===== src/rtl/ahb_modport_pkg.sv =====
// ahb_modport_pkg
// Shared types for the ahb_modport AHB slave endpoint. It holds the AHB
// transfer/size/burst/response encodings, the OKAY/ERROR response constants
// and the slave response state encoding.
package ahb_modport_pkg;

  typedef enum logic [1:0] {
    HTRANS_IDLE   = 2'b00,
    HTRANS_BUSY   = 2'b01,
    HTRANS_NONSEQ = 2'b10,
    HTRANS_SEQ    = 2'b11
  } htrans_t;

  typedef enum logic [2:0] {
    HSIZE_BYTE  = 3'd0,
    HSIZE_HALF  = 3'd1,
    HSIZE_WORD  = 3'd2,
    HSIZE_DWORD = 3'd3,
    HSIZE_4W    = 3'd4,
    HSIZE_8W    = 3'd5,
    HSIZE_16W   = 3'd6,
    HSIZE_32W   = 3'd7
  } hsize_t;

  typedef enum logic [2:0] {
    HBURST_SINGLE = 3'd0,
    HBURST_INCR   = 3'd1,
    HBURST_WRAP4  = 3'd2,
    HBURST_INCR4  = 3'd3,
    HBURST_WRAP8  = 3'd4,
    HBURST_INCR8  = 3'd5,
    HBURST_WRAP16 = 3'd6,
    HBURST_INCR16 = 3'd7
  } hburst_t;

  typedef enum logic [1:0] {
    HRESP_OKAY  = 2'b00,
    HRESP_ERROR = 2'b01,
    HRESP_RETRY = 2'b10,
    HRESP_SPLIT = 2'b11
  } hresp_t;

  localparam hresp_t OKAY  = HRESP_OKAY;
  localparam hresp_t ERROR = HRESP_ERROR;

  // ST_WAIT is only reachable when read wait states are compiled in.
  typedef enum logic [1:0] {
    ST_IDLE_OK = 2'd0,
    ST_ERR1    = 2'd1,
    ST_ERR2    = 2'd2,
    ST_WAIT    = 2'd3
  } state_t;

  // NONSEQ and SEQ are the only transfer types that carry an access.
  function automatic logic trans_active(input logic [1:0] htrans);
    return htrans[1];
  endfunction

endpackage


===== src/rtl/ahb_modport_if.sv =====
// ahb_modport_if
// AHB-Lite bus bundle between a master and the ahb_modport slave.
//   master modport: drives htrans/hburst/hsize/hwrite/haddr/hwdata,
//                   receives hrdata/hready/hresp
//   slave  modport: the mirror image
interface ahb_modport_if #(
  parameter int ADDR_WIDTH = 32,
  parameter int DATA_WIDTH = 32
);

  logic [1:0]            htrans;
  logic [2:0]            hburst;
  logic [2:0]            hsize;
  logic                  hwrite;
  logic [ADDR_WIDTH-1:0] haddr;
  logic [DATA_WIDTH-1:0] hwdata;
  logic [DATA_WIDTH-1:0] hrdata;
  logic                  hready;
  logic [1:0]            hresp;

  modport master (
    output htrans, hburst, hsize, hwrite, haddr, hwdata,
    input  hrdata, hready, hresp
  );

  modport slave (
    input  htrans, hburst, hsize, hwrite, haddr, hwdata,
    output hrdata, hready, hresp
  );

endinterface


===== src/rtl/ahb_modport_mem.sv =====
// ahb_modport_mem
// MEM_DEPTH x DATA_WIDTH flop array backing the AHB slave.
//   clk   : write clock
//   rst   : asynchronous active-high clear of every word
//   we    : commit the byte lanes selected by be at the next rising edge
//   be    : per-byte write enables, bit i covers wdata[8*i +: 8]
//   idx   : word index used for both the write and the combinational read
//   wdata : write data
//   rdata : stored word at idx (combinational)
module ahb_modport_mem #(
  parameter int DATA_WIDTH = 32,
  parameter int MEM_DEPTH  = 64
) (
  input  logic                         clk,
  input  logic                         rst,
  input  logic                         we,
  input  logic [DATA_WIDTH/8-1:0]      be,
  input  logic [$clog2(MEM_DEPTH)-1:0] idx,
  input  logic [DATA_WIDTH-1:0]        wdata,
  output logic [DATA_WIDTH-1:0]        rdata
);

  localparam int BYTES = DATA_WIDTH / 8;

  logic [DATA_WIDTH-1:0] mem_q [MEM_DEPTH];
  logic [DATA_WIDTH-1:0] mem_d [MEM_DEPTH];

  always_comb begin
    mem_d = mem_q;
    if (we) begin
      for (int b = 0; b < BYTES; b++) begin
        if (be[b]) mem_d[idx][8*b +: 8] = wdata[8*b +: 8];
      end
    end
  end

  always_ff @(posedge clk or posedge rst) begin
    if (rst) mem_q <= '{default: '0};
    else     mem_q <= mem_d;
  end

  assign rdata = mem_q[idx];

endmodule


===== src/rtl/ahb_modport.sv =====
// ahb_modport
// AHB-Lite slave endpoint: word-addressed memory with byte-lane writes,
// zero-wait OKAY responses and a two-cycle ERROR response for oversized,
// misaligned or out-of-range transfers.
//   hclk    : bus clock, all state changes on the rising edge
//   hresetn : asynchronous active-high reset (name kept from the bus codebase)
//   bus     : ahb_modport_if slave modport (htrans/hburst/hsize/hwrite/haddr/
//             hwdata in, hrdata/hready/hresp out)
// Build option: define AHB_WAIT_STATE_EN to insert one wait state in front of
// every non-error read data phase; writes stay zero-wait either way.
module ahb_modport
  import ahb_modport_pkg::*;
#(
  parameter int ADDR_WIDTH = 32,
  parameter int DATA_WIDTH = 32,
  parameter int MEM_DEPTH  = 64
) (
  input  logic         hclk,
  input  logic         hresetn,
  ahb_modport_if.slave bus
);

  localparam int BYTES     = DATA_WIDTH / 8;
  localparam int LANE_W    = $clog2(BYTES);
  localparam int IDX_W     = $clog2(MEM_DEPTH);
  localparam int DPH_AW    = LANE_W + IDX_W;
  localparam int MEM_BYTES = MEM_DEPTH * BYTES;

  // Oversized, misaligned or beyond-the-array transfers get the ERROR response.
  function automatic logic xfer_err(input logic [ADDR_WIDTH-1:0] addr,
                                    input logic [2:0]            size);
    logic [ADDR_WIDTH-1:0] align_mask;
    align_mask = (ADDR_WIDTH'(1) << size) - ADDR_WIDTH'(1);
    return (int'(size) > LANE_W) ||
           ((addr & align_mask) != '0) ||
           (addr >= ADDR_WIDTH'(MEM_BYTES));
  endfunction

  // Byte lanes covered by an aligned transfer of 2**size bytes at lane off.
  function automatic logic [BYTES-1:0] lane_en(input logic [LANE_W-1:0] off,
                                               input logic [2:0]        size);
    logic [BYTES-1:0] en;
    int first;
    int last;
    first = int'(off);
    last  = first + (1 << size);
    for (int i = 0; i < BYTES; i++) en[i] = (i >= first) && (i < last);
    return en;
  endfunction

  state_t              state_q, state_d;
  logic                dph_valid_q, dph_valid_d;
  logic                dph_write_q, dph_write_d;
  logic [DPH_AW-1:0]   dph_addr_q, dph_addr_d;
  logic [2:0]          dph_size_q, dph_size_d;

  logic                hready_int;
  logic                accept;
  logic                acc_err;
  logic                mem_we;
  logic [BYTES-1:0]    mem_be;
  logic [DATA_WIDTH-1:0] mem_rdata;
  logic                unused_hburst;

  // hburst is carried on the bus for monitors only; it never alters a response.
  assign unused_hburst = ^bus.hburst;

  // Address phase: sampled on any edge where the previous data phase completes.
  always_comb begin
    hready_int = (state_q == ST_IDLE_OK) || (state_q == ST_ERR2);
    accept     = hready_int && trans_active(bus.htrans);
    acc_err    = accept && xfer_err(bus.haddr, bus.hsize);
  end

  always_comb begin
    state_d     = state_q;
    dph_valid_d = dph_valid_q;
    dph_write_d = dph_write_q;
    dph_addr_d  = dph_addr_q;
    dph_size_d  = dph_size_q;
    case (state_q)
      ST_IDLE_OK, ST_ERR2: begin
        // Flagged transfers never open a data phase, so they cannot write.
        dph_valid_d = accept && !acc_err;
        if (accept) begin
          dph_write_d = bus.hwrite;
          dph_addr_d  = bus.haddr[DPH_AW-1:0];
          dph_size_d  = bus.hsize;
        end
        if (acc_err) state_d = ST_ERR1;
`ifdef AHB_WAIT_STATE_EN
        else if (accept && !bus.hwrite) state_d = ST_WAIT;
`endif
        else state_d = ST_IDLE_OK;
      end
      ST_ERR1: state_d = ST_ERR2;
      ST_WAIT: state_d = ST_IDLE_OK;
      default: state_d = ST_IDLE_OK;
    endcase
  end

  always_ff @(posedge hclk or posedge hresetn) begin
    if (hresetn) begin
      state_q     <= ST_IDLE_OK;
      dph_valid_q <= 1'b0;
      dph_write_q <= 1'b0;
    end else begin
      state_q     <= state_d;
      dph_valid_q <= dph_valid_d;
      dph_write_q <= dph_write_d;
    end
  end

  always_ff @(posedge hclk) begin
    dph_addr_q <= dph_addr_d;
    dph_size_q <= dph_size_d;
  end

  // Data phase: a write commits at the end of its (single) data-phase cycle,
  // so a read in the following data phase already sees it.
  always_comb begin
    mem_we = (state_q == ST_IDLE_OK) && dph_valid_q && dph_write_q;
    mem_be = lane_en(dph_addr_q[LANE_W-1:0], dph_size_q);
  end

  ahb_modport_mem #(
    .DATA_WIDTH (DATA_WIDTH),
    .MEM_DEPTH  (MEM_DEPTH)
  ) u_mem (
    .clk   (hclk),
    .rst   (hresetn),
    .we    (mem_we),
    .be    (mem_be),
    .idx   (dph_addr_q[DPH_AW-1:LANE_W]),
    .wdata (bus.hwdata),
    .rdata (mem_rdata)
  );

  // Outputs are decoded from registered state so reset clears them at once.
  always_comb begin
    bus.hready = hready_int;
    bus.hresp  = ((state_q == ST_ERR1) || (state_q == ST_ERR2)) ? ERROR : OKAY;
    bus.hrdata = ((state_q == ST_IDLE_OK) && dph_valid_q && !dph_write_q)
                 ? mem_rdata : '0;
  end

endmodule


===== src/flat_wrapper.sv =====
// flat-port wrapper written by rule: the top's interface ports become plain ports
module ahb_modport_flat import ahb_modport_pkg::*;
#(
  parameter int ADDR_WIDTH = 32,
  parameter int DATA_WIDTH = 32,
  parameter int MEM_DEPTH  = 64
)
  (hclk, hresetn, bus_htrans, bus_hburst, bus_hsize, bus_hwrite, bus_haddr, bus_hwdata, bus_hrdata, bus_hready, bus_hresp);
  ahb_modport_if #(.ADDR_WIDTH(ADDR_WIDTH), .DATA_WIDTH(DATA_WIDTH)) bus_i ();
  input  logic hclk;
  input  logic hresetn;
  input wire logic [$bits(bus_i.htrans)-1:0] bus_htrans;
  input wire logic [$bits(bus_i.hburst)-1:0] bus_hburst;
  input wire logic [$bits(bus_i.hsize)-1:0] bus_hsize;
  input wire logic [$bits(bus_i.hwrite)-1:0] bus_hwrite;
  input wire logic [$bits(bus_i.haddr)-1:0] bus_haddr;
  input wire logic [$bits(bus_i.hwdata)-1:0] bus_hwdata;
  output wire logic [$bits(bus_i.hrdata)-1:0] bus_hrdata;
  output wire logic [$bits(bus_i.hready)-1:0] bus_hready;
  output wire logic [$bits(bus_i.hresp)-1:0] bus_hresp;
  assign bus_i.htrans = bus_htrans;
  assign bus_i.hburst = bus_hburst;
  assign bus_i.hsize = bus_hsize;
  assign bus_i.hwrite = bus_hwrite;
  assign bus_i.haddr = bus_haddr;
  assign bus_i.hwdata = bus_hwdata;
  assign bus_hrdata = bus_i.hrdata;
  assign bus_hready = bus_i.hready;
  assign bus_hresp = bus_i.hresp;
  ahb_modport #(.ADDR_WIDTH(ADDR_WIDTH), .DATA_WIDTH(DATA_WIDTH), .MEM_DEPTH(MEM_DEPTH)) u_core (.hclk(hclk), .hresetn(hresetn), .bus(bus_i));
endmodule

===== config.mk =====
export PLATFORM = sky130hd
export DESIGN_NAME = ahb_modport_flat
export DESIGN_NICKNAME = d
export VERILOG_FILES = /design/src/rtl/ahb_modport_pkg.sv /design/src/rtl/ahb_modport_if.sv /design/src/rtl/ahb_modport_mem.sv /design/src/rtl/ahb_modport.sv /design/src/flat_wrapper.sv
export SDC_FILE = /design/constraint.sdc
export NUM_CORES = 2
export LEC_CHECK = 0
export CORE_ASPECT_RATIO = 1.4
export CORE_UTILIZATION = 40
export CTS_BUF_LIST = sky130_fd_sc_hd__clkbuf_16
export DETAILED_ROUTE_END_ITERATION = 12
export GPL_ROUTABILITY_DRIVEN = 0
export PLACE_DENSITY = 0.57
export SYNTH_ARGS = -nofsm -noshare
export SYNTH_HDL_FRONTEND = slang
export SYNTH_SLANG_ARGS = --single-unit

===== constraint.sdc =====
create_clock -name hclk -period 61.6 [get_ports hclk]
set_input_delay 6.16 -clock hclk [delete_from_list [all_inputs] [get_ports hclk]]
set_output_delay 6.16 -clock hclk [all_outputs]
set_load 0.01 [all_outputs]

==> qor.txt <==
==============================================================================
Top-level port count                                                       110
Depth of the CTS H-tree                                                      4
Number of buffers inserted by port buffering                               104
Setup bufs post-CTS                                                          0
Worst slew slack as a fraction of its limit                             0.0245
Drt initial violations                                                   3,840
Initial DRT Pass Iterations                                                  8
XOR/XNOR Fraction of Synth Area                                              0
Clock Sink Count                                                         2,063
Chip height                                                             581 um
Outcome                                                           complete, no violations
Most frequent cells in the layout                                 2,088 x sky130_fd_sc_hd__mux2_2, 2,052 x sky130_fd_sc_hd__dfrtp_1, 683 x sky130_fd_sc_hd__mux2i_1, 288 x sky130_fd_sc_hd__nand2_1, 246 x sky130_fd_sc_hd__a22oi_1
Distinct cells, synth                                                       59
Area Growth Syn to Fin                                                   10.4%
Critical path required time                                           55.44 ns
Number of vias after detailed routing                                   58,814
Clock buffer count from CTS                                                209
Worst-path fanout max                                                       66
Clock skew                                                           0.0627 ns
Post-cts gate resize count                                                   0
Kind of capture point of the worst setup path                     primary output
Detail-routed net length per standard cell                             27.9 um
Setup violations, final                                                      0
Pwr dens                                                          30.5 nW/um^2
Largest net degree at the start of global routing                          187
Start-to-end type of the worst setup path                           reg -> out
Hold buffer count at CTS                                                     0
Post-route clock period utilization                                      0.217
Synthesized flop and latch total                                         2,063
Fraction of the mapped netlist area in simple logic gates               0.0416
Layout cell share with drive strength beyond 1                           0.387
Top FF cell, synth                                                sky130_fd_sc_hd__dfrtp_1
Accumulated negative setup slack                                          0 ns
Number of max-slew violations in the final report                            0
Max rail drop VDD                                                    0.0263 mV
Sequential cell area                                               51,700 um^2
First-pass GRT wire length                                              421 mm
Count of filler cells inserted in the layout                            21,481
Fraction of synthesized area in multiplexers                             0.337
Dominant combinational cell family by area after synthesis        multiplexers
Maxcap violations                                                            0
Unrepaired setup endpoints after global routing                             no
Post-synthesis net count                                                 7,063
Area of all placed cells without fillers                          106,000 um^2
Post-synthesis adder-cell area fraction                                0.00139
Number of enable-type register cells in the synthesized netlist             11
Area of the die                                                   241,000 um^2
Avg Synthesized Cell Area                                            13.7 um^2
Post-layout total power                                                3.22 mW
CTS clock-pin slew for the worst setup and hold paths                  0.07 ns
Later-pin clock latency in the skew report                             0.87 ns
Fin nets                                                                 6,988
Mapped cell area                                                   95,700 um^2
Final min period                                                      13.37 ns
DRT antenna net count                                                        0
Number of global-route vias before repair                               62,100
Type of origin of the critical path                                   register
Post-synthesis compound-gate area fraction                              0.0550
Routed WL                                                               284 mm
Total track usage                                                        0.232
Clock tree root buffer cell                                       sky130_fd_sc_hd__clkbuf_16
Total placed instance area                                         99,600 um^2
HP Class                                                            reg -> reg
Leak pwr                                                               46.6 nW
Longest Clk Path Bufs                                                        4
Number of hold-slack violations in the final timing report                   0
Post-synth ARST share                                                    0.995
Fmax                                                                0.0748 GHz
Commonest non-fill, non-tap cell in the layout                    sky130_fd_sc_hd__mux2_2
Worst path arrival time                                                7.21 ns
Seq/Total Area, Yosys                                                    0.540
Total core area                                                   238,000 um^2
Number of rows in the core area                                            212
DIE WIDTH                                                               415 um
Total overflow reported by the global router                                 0
Initial core utilization                                                 0.402
Final hold slack                                                      0.484 ns
Cells after synthesis                                                    6,978
Remaining DRCs                                                               0
Detailed-route vias per instance                                          5.79
Synth warn                                                                   0
Total area of multi-input combinational cells                      41,700 um^2
Antenna violations before repair                                             6
HPWL after detailed placement                                           178 mm
Transition time at the pin with the least slew margin                  1.46 ns
CTS tree                                                                  done
==============================================================================
## cells in the mapped netlist (42+ instances only)
library cell                instances  area share
sky130_fd_sc_hd__a21oi_1          108      0.0056
sky130_fd_sc_hd__mux2_4            56      0.0088
sky130_fd_sc_hd__nand3_1          125      0.0065
sky130_fd_sc_hd__o2bb2ai_1         42      0.0038
sky130_fd_sc_hd__clkbuf_1         326       0.013
sky130_fd_sc_hd__buf_2            142      0.0074
sky130_fd_sc_hd__o21ai_0           64      0.0033
sky130_fd_sc_hd__a222oi_1          57      0.0060
sky130_fd_sc_hd__buf_1             55      0.0022
sky130_fd_sc_hd__mux2i_1          683       0.071
sky130_fd_sc_hd__a22oi_1          246       0.019
sky130_fd_sc_hd__dfrtp_1         2052        0.54
sky130_fd_sc_hd__nand2_1          293       0.011
sky130_fd_sc_hd__nor2_1           146      0.0057
sky130_fd_sc_hd__nor3_4            63       0.011
sky130_fd_sc_hd__mux2_2          2088        0.25
## path summary, 6_finish.rpt
path | from | to | slack (ns) | cells past startpoint
max in group asynchronous | hresetn | u_core.u_mem.mem_q[1131] | 51.30 | 7
max reg2reg | u_core.dph_addr_q[2] | u_core.u_mem.mem_q[601] | 55.25 | 11
min reg2reg | u_core.u_mem.mem_q[224] | u_core.u_mem.mem_q[224] | 0.48 | 1
min | u_core.u_mem.mem_q[224] | u_core.u_mem.mem_q[224] | 0.48 | 1
max | u_core.dph_addr_q[2] | bus_hrdata[19] | 48.23 | 12
min in group asynchronous | hresetn | u_core.u_mem.mem_q[807] | 5.77 | 2
## cells by family (layout without fill, tap and decap cells)
logic type | Yosys count | after routing
buffers and inverters | 558 | 640
AOI/OAI and AO/OA | 721 | 721
and+or+nand+nor | 739 | 739
other | 1 | 4
adders and majority gates | 10 | 10
DFF | 2063 | 2063
muxes | 2886 | 2886
## flip-flops by register name (all words and copies together), names as in the netlist
name,count
u_core.dph_addr_q,8
u_core.dph_valid_q,1
u_core.u_mem.mem_q,2048
u_core.state_q,2
u_core.dph_write_q,1
u_core.dph_size_q,3
## through the flow
step,setup WS (ns),util,std cells
3_5_place_dp,49.08,0.418,9795
6_report,48.23,0.444,10166
3_3_place_gp,49.11,0.418,9795
4_1_cts,48.17,0.444,10163
2_1_floorplan,26.95,-,6978
5_1_grt,48.14,0.444,10164
## layer usage
metal	up-vias	global-route usage	wire, um
met4	0	0.107	14400
met1	31502	0.290	116000
met2	1290	0.400	142000
met5	-	0	0
li1	25529	-	-
met3	493	0.0293	11600
## cell type report
cell class	instances	area share
multi-input combinational	4357	0.395
clock inverter	157	0.00810
antenna	3	0.0000710
sequential	2063	0.489
inverter	8	0.000343
clock buffer	211	0.0500
timing repair buffer	264	0.0209
tap	3103	0.0367
## power by group
part           internal (mW)  total [mW]  switching, mW
registers               1.41        1.44         0.0267
logic                  0.202       0.599          0.397
clock network          0.645        1.19          0.541
## worst max-delay path, cell delays in order (launching register included)
cell and delay (ns):
sky130_fd_sc_hd__edfxtp_1 0.35, sky130_fd_sc_hd__buf_4 0.40, sky130_fd_sc_hd__buf_4 0.42, sky130_fd_sc_hd__buf_4 0.59, sky130_fd_sc_hd__buf_4 0.46, sky130_fd_sc_hd__nor2b_4 0.59, sky130_fd_sc_hd__buf_4 0.82, sky130_fd_sc_hd__a22oi_1 0.31
sky130_fd_sc_hd__nand3_1 0.23, sky130_fd_sc_hd__nand4_1 0.24, sky130_fd_sc_hd__nor3_1 0.66, sky130_fd_sc_hd__a31oi_1 0.47, sky130_fd_sc_hd__clkdlybuf4s50_1 0.61
Power figures use the tool's default switching activity.
